File: src/rtl/branch_ctrl.sv
// rtl/branch_ctrl.sv - branch resolution, mispredict redirect/flush and 2-bit BHT predictor
//
// Ports:
//   clk_i, rst_ni        clock, asynchronous active-low reset
//   valid_i, stall_i     EX holds a branch/jump; EX stalled (no accept)
//   jump_i, funct3_i     unconditional jump; branch type code
//   BrEq_i, BrLt_i       comparator flags
//   pc_i, target_i       EX instruction PC and computed target
//   pred_taken_i         prediction that travelled with the EX instruction
//   fetch_pc_i           fetch PC used for the BHT lookup
//   BrUn_o               unsigned-compare select (combinational)
//   pred_o               BHT prediction for fetch_pc_i (combinational)
//   redirect_o           one-cycle PC redirect strobe
//   redirect_pc_o        corrected PC, held between redirects
//   flush_o              kill wrong-path IF/ID instructions
//   illegal_o            accepted branch with reserved funct3
//   br_cnt_o, mis_cnt_o  saturating accept / mispredict counters
module branch_ctrl #(
  parameter int BHT_ENTRIES  = 16,
  parameter int FLUSH_CYCLES = 2
) (
  input  logic        clk_i,
  input  logic        rst_ni,
  input  logic        valid_i,
  input  logic        stall_i,
  input  logic        jump_i,
  input  logic [2:0]  funct3_i,
  input  logic        BrEq_i,
  input  logic        BrLt_i,
  input  logic [31:0] pc_i,
  input  logic [31:0] target_i,
  input  logic        pred_taken_i,
  input  logic [31:0] fetch_pc_i,
  output logic        BrUn_o,
  output logic        pred_o,
  output logic        redirect_o,
  output logic [31:0] redirect_pc_o,
  output logic        flush_o,
  output logic        illegal_o,
  output logic [31:0] br_cnt_o,
  output logic [31:0] mis_cnt_o
);

  localparam int IDX_W = $clog2(BHT_ENTRIES);
  localparam logic [1:0] FL_LAST = 2'(FLUSH_CYCLES - 1);

  typedef enum logic {IDLE, FLUSH} state_t;

  state_t          state, next_state;
  logic [1:0]      fl_cnt;
  logic [1:0]      bht [BHT_ENTRIES];
  logic [IDX_W-1:0] upd_idx;
  logic [IDX_W-1:0] rd_idx;
  logic            accept;
  logic            taken;
  logic            illegal_f3;
  logic            mispredict;
  logic            unused_fetch_bits;

  assign BrUn_o  = funct3_i[2] & funct3_i[1];
  assign upd_idx = pc_i[IDX_W+1:2];
  assign rd_idx  = fetch_pc_i[IDX_W+1:2];
  // Reads the registered table, so a same-cycle update is never bypassed.
  assign pred_o  = bht[rd_idx][1];
  assign unused_fetch_bits = ^{fetch_pc_i[31:IDX_W+2], fetch_pc_i[1:0]};

  assign accept     = valid_i & ~stall_i & (state == IDLE);
  assign mispredict = accept & (taken != pred_taken_i);
  assign flush_o    = (state == FLUSH);

  always_comb begin
    taken      = 1'b0;
    illegal_f3 = 1'b0;
    if (jump_i) begin
      taken = 1'b1;
    end else begin
      case (funct3_i)
        3'b000:         taken = BrEq_i;
        3'b001:         taken = ~BrEq_i;
        3'b100, 3'b110: taken = BrLt_i;
        3'b101, 3'b111: taken = ~BrLt_i;
        default: begin
          taken      = 1'b0;
          illegal_f3 = 1'b1;
        end
      endcase
    end
  end

  always_comb begin
    next_state = state;
    case (state)
      IDLE:    if (mispredict) next_state = FLUSH;
      FLUSH:   if (fl_cnt == FL_LAST) next_state = IDLE;
      default: next_state = IDLE;
    endcase
  end

  always_ff @(posedge clk_i or negedge rst_ni) begin
    if (!rst_ni) begin
      state  <= IDLE;
      fl_cnt <= 2'd0;
    end else begin
      state  <= next_state;
      // Counts cycles spent in FLUSH; stall_i has no say here.
      fl_cnt <= (state == FLUSH) ? fl_cnt + 2'd1 : 2'd0;
    end
  end

  always_ff @(posedge clk_i or negedge rst_ni) begin
    if (!rst_ni) begin
      redirect_o    <= 1'b0;
      redirect_pc_o <= 32'd0;
      illegal_o     <= 1'b0;
      br_cnt_o      <= 32'd0;
      mis_cnt_o     <= 32'd0;
    end else begin
      redirect_o <= mispredict;
      illegal_o  <= accept & illegal_f3;
      if (mispredict) begin
        redirect_pc_o <= taken ? target_i : pc_i + 32'd4;
      end
      if (accept && br_cnt_o != 32'hFFFF_FFFF) begin
        br_cnt_o <= br_cnt_o + 32'd1;
      end
      if (mispredict && mis_cnt_o != 32'hFFFF_FFFF) begin
        mis_cnt_o <= mis_cnt_o + 32'd1;
      end
    end
  end

  always_ff @(posedge clk_i or negedge rst_ni) begin
    if (!rst_ni) begin
      for (int i = 0; i < BHT_ENTRIES; i++) begin
        bht[i] <= 2'b01;
      end
    end else if (accept) begin
      if (taken) begin
        if (bht[upd_idx] != 2'b11) bht[upd_idx] <= bht[upd_idx] + 2'b01;
      end else begin
        if (bht[upd_idx] != 2'b00) bht[upd_idx] <= bht[upd_idx] - 2'b01;
      end
    end
  end

endmodule

File: config.mk
export PLATFORM = sky130hd
export DESIGN_NAME = branch_ctrl
export DESIGN_NICKNAME = d
export VERILOG_FILES = /design/src/rtl/branch_ctrl.sv
export SDC_FILE = /design/constraint.sdc
export NUM_CORES = 1
export LEC_CHECK = 0
export ABC_AREA = 1
export BUFFER_PORTS_ARGS = -buffer_cell sky130_fd_sc_hd__buf_2
export CAP_MARGIN = 20
export CORE_MARGIN = 2
export CORE_UTILIZATION = 45
export CTS_CLUSTER_SIZE = 24
export DETAILED_ROUTE_END_ITERATION = 10
export PLACE_DENSITY = 0.77
export SKIP_CTS_REPAIR_TIMING = 1
export SYNTH_ARGS = -nofsm -noshare
export SYNTH_HDL_FRONTEND = slang
export SYNTH_SLANG_ARGS = --single-unit
File: constraint.sdc
create_clock -name clk_i -period 5.35 [get_ports clk_i]
set_input_delay 0 -clock clk_i [delete_from_list [all_inputs] [get_ports clk_i]]
set_output_delay 0 -clock clk_i [all_outputs]
set_load 0.05 [all_outputs]
==> results of run 1 <==
## critical path, cell delays in order
cell,delay [ns]
dlygate4sd3_1,0.53
buf_2,0.15
inv_1,0.12
nand3_2,0.58
inv_1,0.75
buf_8,0.25
nand2_1,0.07
nand2_1,0.06
dlygate4sd3_1,0.55
nand2_1,0.05
nand2_1,0.07
## through the flow
| step | worst slack [ns] | instances | utilization | cell area (sq um) | power, mW |
|---|---|---|---|---|---|
| after floorplan | 3.263 | 1374 | - | 8947 | 2.484 |
| after global placement | 2.536 | 1780 | 0.5104 | 9933 | 2.815 |
| after detailed placement | 2.534 | 1781 | 0.5112 | 9948 | 2.843 |
| after CTS | 2.527 | 1811 | 0.5446 | 10600 | 4.174 |
| after global routing | 2.267 | 1848 | 0.5639 | 10980 | 4.377 |
| final | 2.520 | 1848 | 0.5639 | 10980 | 4.179 |
## final cells by class
cell class	count	area (sq um)	area share
well taps	265	331.6	0.03021
inverters	100	375.4	0.03420
clock buffers	19	452.9	0.04127
flip-flops and latches	133	3348	0.3051
repair buffers	220	1315	0.1198
clock inverters	11	198.9	0.01813
multi-input cells	1100	4954	0.4513
## where the power goes
group          switching [mW]  internal, mW  total [mW]  leakage [nW]
sequential              0.172          1.27        1.44          1.73
clock                   0.467         0.850        1.32         0.308
combinational            1.06         0.355        1.42          3.56
total                    1.70          2.48        4.18          5.60
## logic make-up (layout without fill, tap and decap cells)
kind of cell               Yosys count  in the layout
xor gates and xnor gates            49             49
adders and majority gates            9              9
and+or+nand+nor                    984            984
DFF                                133            133
AOI/OAI and AO/OA                   58             58
buffers and inverters              141            350
## cells in the final DEF (no fill, tap or decap), drive strengths merged
master,Yosys,layout
ha,9,9
clkinvlp,0,3
clkbuf,3,19
clkinv,0,1
nand4,9,9
nand2,630,630
nand3b,13,13
a21oi,9,9
o21ai,43,43
xnor2,23,23
nor3,18,18
inv,100,102
nand3,125,125
nor2,174,174
or2,14,14
dfrtp,117,117
o211ai,4,4
dlygate4sd3,0,36
bufinv,0,5
dfstp,16,16
buf,38,184
xor2,26,26
nor4,1,1
o21bai,2,2
## worst max path at each step
stage,startpoint,endpoint,slack [ns],cells past startpoint
after floorplan,register,bht[1]$_DFFE_PN0P_,3.26,12
after detailed placement,flush_o$_DFF_PN0_,br_cnt_o[11]$_DFFE_PN0P_,2.53,6
after global placement,flush_o$_DFF_PN0_,mis_cnt_o[7]$_DFFE_PN0P_,2.54,7
after global routing,jump_i,redirect_pc_o[1]$_DFFE_PN0P_,2.27,11
after CTS,flush_o$_DFF_PN0_,br_cnt_o[11]$_DFFE_PN0P_,2.53,6
final,jump_i,redirect_pc_o[1]$_DFFE_PN0P_,2.52,11
## Yosys cell counts
cell,instances,share of area
nand4_4,1,0.0024
nand4_1,8,0.0056
dfrtp_1,117,0.33
clkbuf_1,2,0.00084
o21ai_0,43,0.024
clkbuf_2,1,0.00056
buf_4,13,0.011
nor2_2,3,0.0021
xnor2_1,22,0.022
nand3_1,121,0.068
or2_2,14,0.0098
nand2_2,5,0.0035
buf_2,19,0.011
nor2_4,5,0.0063
nor3_2,3,0.0034
nor2_1,166,0.070
o21bai_1,2,0.0017
xnor2_2,1,0.0018
inv_2,5,0.0021
nor3_1,15,0.0084
nand3_2,4,0.0045
nand2_4,1,0.0013
dfstp_2,16,0.047
nor4_1,1,0.00070
xor2_1,26,0.025
a21oi_1,9,0.0050
o211ai_1,4,0.0034
nand2_1,624,0.26
nand3b_1,13,0.011
inv_1,95,0.040
ha_1,9,0.013
buf_6,6,0.0076
## routing by layer
layer	up-vias	GRT usage	part of all wire
li1	4686	-	-
met1	4333	0.3325	0.43
met2	396	0.4100	0.46
met3	58	0.04811	0.076
met4	0	0.09109	0.026
met5	-	0	0
==> key figures, run 1 <==
Floorplanning
  • Initial Util: 0.4597
  • Std cell rows: 51
  • Die span in x: 145.0 microns
  • Num ports: 208
  • Height of the die: 145.0 microns
  • Placeable Area: 19460 sq um
  • Die area: 21030 sq um

Critical path
  • Reg2Reg Depth: 6
  • CP arrival: 3.20 ns
  • Req. time, crit path: 5.72 ns
  • Kind of critical path: in -> reg
  • Crit Path Max Fanout: 32
  • FF-to-FF setup slack: 2.56 ns
  • Worst setup EP type: register
  • Critical Path Start Type: primary input
  • Worst reg2reg startpoint: flush_o$_DFF_PN0_
  • Worst r2r dst: br_cnt_o[11]$_DFFE_PN0P_

GRT
  • Initial antenna violation count: 0
  • Global route total overflow: 0
  • Largest net degree at the start of global routing: 74
  • First-pass GRT wire length: 43300 microns
  • Total global routing track utilization: 0.2510
  • Vias in the first global route: 8874

STA
  • Final Hold Fails: 9
  • Max-slew violation count: 0
  • Fin crit share: 0.5290
  • Fmax achieved: 353.4 MHz
  • Clock skew: 0.01150 ns
  • Setup violators final: 0
  • Slew at the pin closest to its max-slew limit: 0.8976 ns
  • Relative slew slack: 0.4009
  • Unrepaired setup endpoints after global routing: false
  • Total Neg Setup Slack: 0 ns
  • Fin Hold WS: -0.07106 ns
  • Minimum clock period: 2.830 ns

Power and ir drop
  • Leak Pwr: 5.597 nW
  • Pwr/cell area: 380.8 nW/um^2
  • Worst VDD drop: 0.0002597 V

Logic synthesis
  • Syn Nets: 1490
  • Synth Area in Compound Gates: 0.03412
  • Syn_area_per_cell: 6.512 sq um
  • Post-synthesis register bit count: 133
  • Sequential fraction of the synthesis area: 0.3742
  • Multiplexer share of the synthesized area: 0
  • Mapped Area: 8947 sq um
  • Largest family of logic cells by synthesized area: simple AND/OR/NAND/NOR gates
  • Synthesized instance count: 1374
  • Yosys cell types: 32
  • Post-synthesis simple-gate area fraction: 0.4578
  • XOR/XNOR Fraction of Synth Area: 0.04880
  • Post-Synth Adder-Cell Area: 0.01259
  • Yosys warning total: 0

Detailed routing
  • DRT antenna net count: 0
  • DR WL/cell: 14.48 microns
  • DRC: 0
  • Starting DRT DRC Count: 767
  • Vias: 9473
  • Drt via density: 5.126
  • DRT Wirelength: 26760 microns
  • DR pass1 iterations: 5

Final layout
  • Layout area overhead: 22.67%
  • # nets final: 1688
  • ANT cells: 0
  • Fill cell count: 1910
  • Layout cell share with drive strength beyond 1: 0.1725

Placed design
  • HPWL Detailed: 18720 microns
  • IO Port Bufs: 179
  • Placer Congestion: 0.9345

Hold path
  • Worst min-delay path category: in -> reg
  • Hold depth: 5
  • Hold Path Sink: redirect_pc_o[29]$_DFFE_PN0P_
  • Worst Hold Launch: pc_i[29]

Clock network
  • # clock sinks: 133
  • H-tree levels: 4
  • Root buffer selected by CTS: clkbuf_16
  • CTS tree: yes
  • Worst-Skew Late Latency: 0.43 ns
  • Clk slew on worst S/H paths: 0.06 ns
  • TritonCTS Buffers: 17
  • Clock buffer depth: 2

Job
  • Max Cap Viol: 0

Run status
  • Failing checks: hold timing
  • Status: finished with violations
(Power assumes the default switching activity.)
==> inputs of run 2 (changes only) <==
--- a/config.mk
+++ b/config.mk
@@ -12,7 +12,7 @@
 export CORE_UTILIZATION = 45
 export CTS_CLUSTER_SIZE = 24
 export DETAILED_ROUTE_END_ITERATION = 10
-export PLACE_DENSITY = 0.77
+export PLACE_DENSITY = 0.79
 export SKIP_CTS_REPAIR_TIMING = 1
 export SYNTH_ARGS = -nofsm -noshare
 export SYNTH_HDL_FRONTEND = slang
==> constraint.sdc (replaced) <==
create_clock -name clk_i -period 2.5 [get_ports clk_i]
set_input_delay 0 -clock clk_i [delete_from_list [all_inputs] [get_ports clk_i]]
set_output_delay 0 -clock clk_i [all_outputs]
set_load 0.05 [all_outputs]
==> key figures, run 2 (same netlist as run 1, synthesis figures left out) <==
Run status
  • Status: finished with violations (unchanged)
  • Failing checks: hold timing (unchanged)

Hold path
  • Hold depth: 5 (unchanged)
  • Worst Hold Launch: pc_i[21] (was pc_i[29])
  • Worst min-delay path category: in -> reg (unchanged)

GRT
  • First-pass GRT wire length: 42530 microns (was 43300 microns)
  • Global route total overflow: 0 (unchanged)
  • Vias in the first global route: 8581 (was 8874)
  • Total global routing track utilization: 0.2461 (was 0.2510)
  • Initial antenna violation count: 1 (was 0)
  • Largest net degree at the start of global routing: 55 (was 74)

Job
  • Max Cap Viol: 0 (unchanged)

Clock network
  • Clk slew on worst S/H paths: 0.06 ns (about the same)
  • TritonCTS Buffers: 17 (unchanged)
  • H-tree levels: 4 (unchanged)
  • Worst-Skew Late Latency: 0.43 ns (about the same)
  • CTS tree: yes (unchanged)
  • Root buffer selected by CTS: clkbuf_16 (unchanged)
  • Clock buffer depth: 2 (unchanged)
  • # clock sinks: 133 (unchanged)

Placed design
  • HPWL Detailed: 18620 microns (was 18720 microns)
  • Worst slack, placed: 0.08146 ns (was 2.534 ns)
  • Placer Congestion: 0.9493 (was 0.9345)
  • IO Port Bufs: 179 (unchanged)

STA
  • Fmax achieved: 457.7 MHz
  • Clock skew: 0.008775 ns (was 0.01150 ns)
  • Relative slew slack: 0.5772 (was 0.4009)
  • Fin Hold WS: -0.04103 ns (was -0.07106 ns)
  • Max-slew violation count: 0 (unchanged)
  • Setup violators final: 0 (unchanged)
  • Total Neg Setup Slack: 0 ns (unchanged)
  • Minimum clock period: 2.185 ns
  • Fin crit share: 0.8740
  • Slew at the pin closest to its max-slew limit: 0.6335 ns (was 0.8976 ns)
  • Final Hold Fails: 9 (unchanged)
  • Final WS setup: 0.3151 ns (was 2.520 ns)
  • Unrepaired setup endpoints after global routing: false (unchanged)

Floorplanning
  • Height of the die: 145.0 microns (unchanged)
  • Initial Util: 0.4597 (unchanged)
  • Die area: 21030 sq um (unchanged)
  • Placeable Area: 19460 sq um (unchanged)
  • Die span in x: 145.0 microns (unchanged)
  • Std cell rows: 51 (unchanged)
  • Num ports: 208 (unchanged)

Final layout
  • Layout cell share with drive strength beyond 1: 0.1790 (was 0.1725)
  • Fill cell count: 1792 (was 1910)
  • Layout area overhead: 24.15% (was 22.67%)
  • # nets final: 1701 (was 1688)
  • Most frequent cells in the layout: 624 x nand2_1, 178 x buf_2, 165 x nor2_1 (unchanged)
  • Commonest non-fill, non-tap cell in the layout: nand2_1 (unchanged)

Critical path
  • CP arrival: 2.50 ns (was 3.20 ns)
  • Worst path slowest cell: dfstp_2 (was inv_1)
  • Req. time, crit path: 2.82 ns (was 5.72 ns)
  • CP dominant cell by count: nand2_1 (unchanged)
  • Critical Path Start Type: register (was primary input)
  • Largest stage delay, worst path: 0.53 ns (was 0.75 ns)
  • Kind of critical path: reg -> reg (was in -> reg)
  • Reg2Reg Depth: 12 (was 6)
  • Crit Path Max Fanout: 16 (was 32)
  • Crit path cell chain: nand2_1, nand3_1, nand2_1, nand2_1, nand4_4, ha_1, inv_1, nand4_1, nand2_2, nand3_1, nand2_1, nand2_1 (was dlygate4sd3_1, buf_2, inv_1, nand3_2, inv_1, buf_8, nand2_1, nand2_1, dlygate4sd3_1, nand2_1, nand2_1)
  • Worst setup EP type: register (unchanged)

Power and ir drop
  • Leak Pwr: 5.671 nW (was 5.597 nW)
  • Worst VDD drop: 0.0004800 V (was 0.0002597 V)
  • Tot Pwr: 9.032 mW (was 4.179 mW)
  • Pwr/cell area: 813.1 nW/um^2 (was 380.8 nW/um^2)

Detailed routing
  • Starting DRT DRC Count: 750 (was 767)
  • Drt via density: 5.121 (was 5.126)
  • DR pass1 iterations: 5 (unchanged)
  • DRC: 0 (unchanged)
  • DR WL/cell: 14.16 microns (was 14.48 microns)
  • DRT antenna net count: 0 (unchanged)
  • Vias: 9545 (was 9473)
  • DRT Wirelength: 26400 microns (was 26760 microns)
[run 2: changes by cell type in the layout (fill, tap and decap cells not counted)]
cell	before	now
buf_4	3	13
buf_12	0	3
clkbuf_8	2	0
inv_6	2	4
buf_8	2	1
clkbuf_1	0	1
clkinv_2	0	1
clkinv_4	1	2
clkinvlp_4	3	2
diode_2	0	1
dlygate4sd3_1	36	37
[run 2: path summary, 6_finish.rpt]
kind / endpoint / slack, ns
worst max-delay path: bht[9]$_DFFE_PN0P_ / 0.32
worst min-delay path: redirect_pc_o[21]$_DFFE_PN0P_ / -0.04
worst max register to register: bht[9]$_DFFE_PN0P_ / 0.32
worst min register to register: fl_cnt[0]$_DFF_PN0_ / 0.43
max in group asynchronous: asynchronous set/reset pin / 1.61
min in group asynchronous: bht[15]$_DFFE_PN0P_ / 0.06
[run 2: metal layers]
| metal | global-route usage | up-vias | share of wire |
|---|---|---|---|
| met5 | 0 | - | 0 |
| met4 | 0.08564 | 0 | 0.020 |
| met3 | 0.04025 | 49 | 0.075 |
| met2 | 0.3993 | 395 | 0.47 |
| met1 | 0.3341 | 4390 | 0.43 |
| li1 | - | 4711 | - |
[run 2: where the power goes]
group	internal [mW]	switching (mW)
Clock	1.78	1.05
Combinational	0.813	2.30
Sequential	2.72	0.364
[run 2: layout make-up]
cell class                 instances  area, sq um  share of cell area
multi-input combinational       1100         4954              0.4459
sequential                       133         3348              0.3014
timing repair buffer             233         1445              0.1301
clock buffer                      18        429.2             0.03863
inverter                         100        375.4             0.03379
tap                              265        331.6             0.02985
clock inverter                    14        222.7             0.02005
antenna                            1        2.502           0.0002253
[run 2: worst max-delay path, delay by kind of cell, from the launching register on]
family | cells | cell delay [ns]
simple gates | 10 | 1.26
flops | 1 | 0.53
fa+ha+maj | 1 | 0.21
buf+inv | 1 | 0.08
[run 2: metrics by stage]
stage,utilization,cells,cell area (sq um)
2_1_floorplan,-,1374,8947
3_3_place_gp,0.5173,1793,10070
3_5_place_dp,0.5173,1793,10070
4_1_cts,0.5508,1825,10720
5_1_grt,0.5707,1864,11110
6_report,0.5707,1864,11110
==> inputs of run 3 (changes only) <==
==> constraint.sdc (replaced) <==
create_clock -name clk_i -period 1.9 [get_ports clk_i]
set_input_delay 0 -clock clk_i [delete_from_list [all_inputs] [get_ports clk_i]]
set_output_delay 0 -clock clk_i [all_outputs]
set_load 0.05 [all_outputs]
==> key figures, run 3 (same netlist as run 1, synthesis figures left out) <==
Clock network
  • # clock sinks: 133 (unchanged)
  • Worst-Skew Late Latency: 0.43 ns (about the same)
  • Root buffer selected by CTS: clkbuf_16 (unchanged)
  • TritonCTS Buffers: 17 (unchanged)
  • Clock buffer depth: 2 (unchanged)
  • Clk slew on worst S/H paths: 0.07 ns (was 0.06 ns)
  • CTS tree: yes (unchanged)
  • H-tree levels: 4 (unchanged)

Floorplanning
  • Die span in x: 145.0 microns (unchanged)
  • Std cell rows: 51 (unchanged)
  • Placeable Area: 19460 sq um (unchanged)
  • Initial Util: 0.4597 (unchanged)
  • Num ports: 208 (unchanged)
  • Die area: 21030 sq um (unchanged)
  • Height of the die: 145.0 microns (unchanged)

Critical path
  • CP dominant cell by count: nand2_1 (unchanged)
  • Reg2Reg Depth: 15 (was 12)
  • Worst path slowest cell: dfrtp_1 (was dfstp_2)
  • Req. time, crit path: 2.21 ns (was 2.82 ns)
  • Crit path cell chain: inv_1, a21oi_1, o21ai_0, o21ai_1, nand2_1, nand4_1, inv_2, ha_4, inv_4, nand4_1, nand2_2, clkbuf_16, nand3_2, nand2_1, nand2_1 (was nand2_1, nand3_1, nand2_1, nand2_1, nand4_4, ha_1, inv_1, nand4_1, nand2_2, nand3_1, nand2_1, nand2_1)
  • CP arrival: 2.39 ns (was 2.50 ns)
  • Kind of critical path: reg -> reg (unchanged)
  • Worst reg2reg startpoint: bht[21]$_DFFE_PN0P_
  • Worst Setup SP: bht[21]$_DFFE_PN0P_
  • Crit Path Max Fanout: 8 (was 16)
  • Worst r2r dst: bht[21]$_DFFE_PN0P_ (was bht[9]$_DFFE_PN0P_)
  • Largest stage delay, worst path: 0.35 ns (was 0.53 ns)
  • Critical Path End: bht[21]$_DFFE_PN0P_ (was bht[9]$_DFFE_PN0P_)
  • Critical Path Start Type: register (unchanged)
  • Worst setup EP type: register (unchanged)
  • FF-to-FF setup slack: -0.18 ns (was 0.32 ns)

GRT
  • First-pass GRT wire length: 43970 microns (was 42530 microns)
  • Initial antenna violation count: 3 (was 1)
  • Largest net degree at the start of global routing: 58 (was 55)
  • Global route total overflow: 0 (unchanged)
  • Vias in the first global route: 8996 (was 8581)
  • Total global routing track utilization: 0.2533 (was 0.2461)

Power and ir drop
  • Tot Pwr: 12.07 mW (was 9.032 mW)
  • Worst VDD drop: 0.0006849 V (was 0.0004800 V)
  • Leak Pwr: 5.924 nW (was 5.671 nW)
  • Pwr/cell area: 1029 nW/um^2 (was 813.1 nW/um^2)

Hold path
  • Worst min-delay path category: in -> reg (unchanged)

Final layout
  • # nets final: 1752 (was 1701)
  • Commonest non-fill, non-tap cell in the layout: nand2_1 (unchanged)
  • Finished Layout Cells: 1917 (was 1864)
  • Final Cell Area: 11730 sq um (was 11110 sq um)
  • Most frequent cells in the layout: 612 x nand2_1, 178 x buf_2, 160 x nor2_1 (was 624 x nand2_1, 178 x buf_2, 165 x nor2_1)
  • Layout cell share with drive strength beyond 1: 0.2298 (was 0.1790)
  • Layout area overhead: 31.14% (was 24.15%)

Run status
  • Status: finished with violations (unchanged)
  • Failing checks: hold timing, setup timing (was hold timing)

STA
  • Clock skew: 0.007689 ns (was 0.008775 ns)
  • Slew at the pin closest to its max-slew limit: 0.5562 ns (was 0.6335 ns)
  • Fin crit share: 1.094 (was 0.8740)
  • Final Hold Fails: 7 (was 9)
  • Final WS setup: -0.1790 ns (was 0.3151 ns)
  • Max-slew violation count: 0 (unchanged)
  • Minimum clock period: 2.079 ns (was 2.185 ns)
  • Relative slew slack: 0.6292 (was 0.5772)
  • Setup violators final: 32 (was 0)
  • Unrepaired setup endpoints after global routing: true (was false)
  • Fmax achieved: 481.0 MHz (was 457.7 MHz)
  • Fin Hold WS: -0.06488 ns (was -0.04103 ns)

Placed design
  • Worst slack, placed: -0.3775 ns (was 0.08146 ns)
  • Placed Cells: 1831 (was 1793)
  • HPWL Detailed: 19810 microns (was 18620 microns)
  • Area post-placement: 10450 sq um (was 10070 sq um)
  • IO Port Bufs: 179 (unchanged)
  • Placer Congestion: 0.9342 (was 0.9493)

Detailed routing
  • DRC: 0 (unchanged)
  • Starting DRT DRC Count: 873 (was 750)
  • Vias: 9942 (was 9545)
  • Drt via density: 5.186 (was 5.121)
  • DR WL/cell: 14.77 microns (was 14.16 microns)
  • DRT Wirelength: 28310 microns (was 26400 microns)
  • DRT antenna net count: 0 (unchanged)
  • DR pass1 iterations: 5 (unchanged)

Job
  • Max Cap Viol: 0 (unchanged)
==> run 3: metal layers <==
metal / up-vias / global-route usage / wire [microns]
met1: 4576 / 0.3462 / 11990
met4: 0 / 0.08416 / 615
met5: - / 0 / 0
li1: 4820 / - / -
met3: 67 / 0.04245 / 2365
met2: 479 / 0.4098 / 13330
==> run 3: worst max-delay path: cells and delay by family, from the launching register on <==
kind | cells | cell delay (ns)
buffers and inverters | 4 | 0.37
adders and majority gates | 1 | 0.16
DFF | 1 | 0.35
AOI/OAI and AO/OA | 3 | 0.34
and+or+nand+nor | 7 | 0.74
==> run 3: worst min-delay path by stage <==
stage	start	depth (start not counted)	end	slack, ns
finish	pc_i[25]	5	redirect_pc_o[25]$_DFFE_PN0P_	-0.06
global route	pc_i[21]	5	redirect_pc_o[21]$_DFFE_PN0P_	0.01
CTS	rst_ni	1	br_cnt_o[20]$_DFFE_PN0P_	-0.43
detailed placement	rst_ni	1	br_cnt_o[20]$_DFFE_PN0P_	0.02
global placement	rst_ni	1	br_cnt_o[20]$_DFFE_PN0P_	0.01
floorplan	rst_ni	0	bht[11]$_DFFE_PN0P_	-0.30
==> run 3: report_power, final <==
| group | switching (mW) | internal [mW] |
|---|---|---|
| Sequential | 0.501 | 3.59 |
| Combinational | 3.25 | 1.38 |
| Clock | 1.38 | 1.98 |
| Total | 5.13 | 6.95 |
==> run 3: cell type report <==
cell class / instances / area, sq um
antenna: 3 / 7.507
clock buffer: 19 / 442.9
clock inverter: 13 / 147.6
fill: 1723 / 7729
inverter: 100 / 380.4
multi-input combinational: 1101 / 5154
sequential: 133 / 3353
tap: 265 / 331.6
timing repair buffer: 283 / 1917
==> run 3: metrics by stage <==
stage	TNS (ns)	utilization
after floorplan	0	-
after global placement	-9.592	0.5367
after detailed placement	-11.36	0.5367
after CTS	-10.18	0.5670
after global routing	-8.082	0.6028
final	-3.925	0.6029
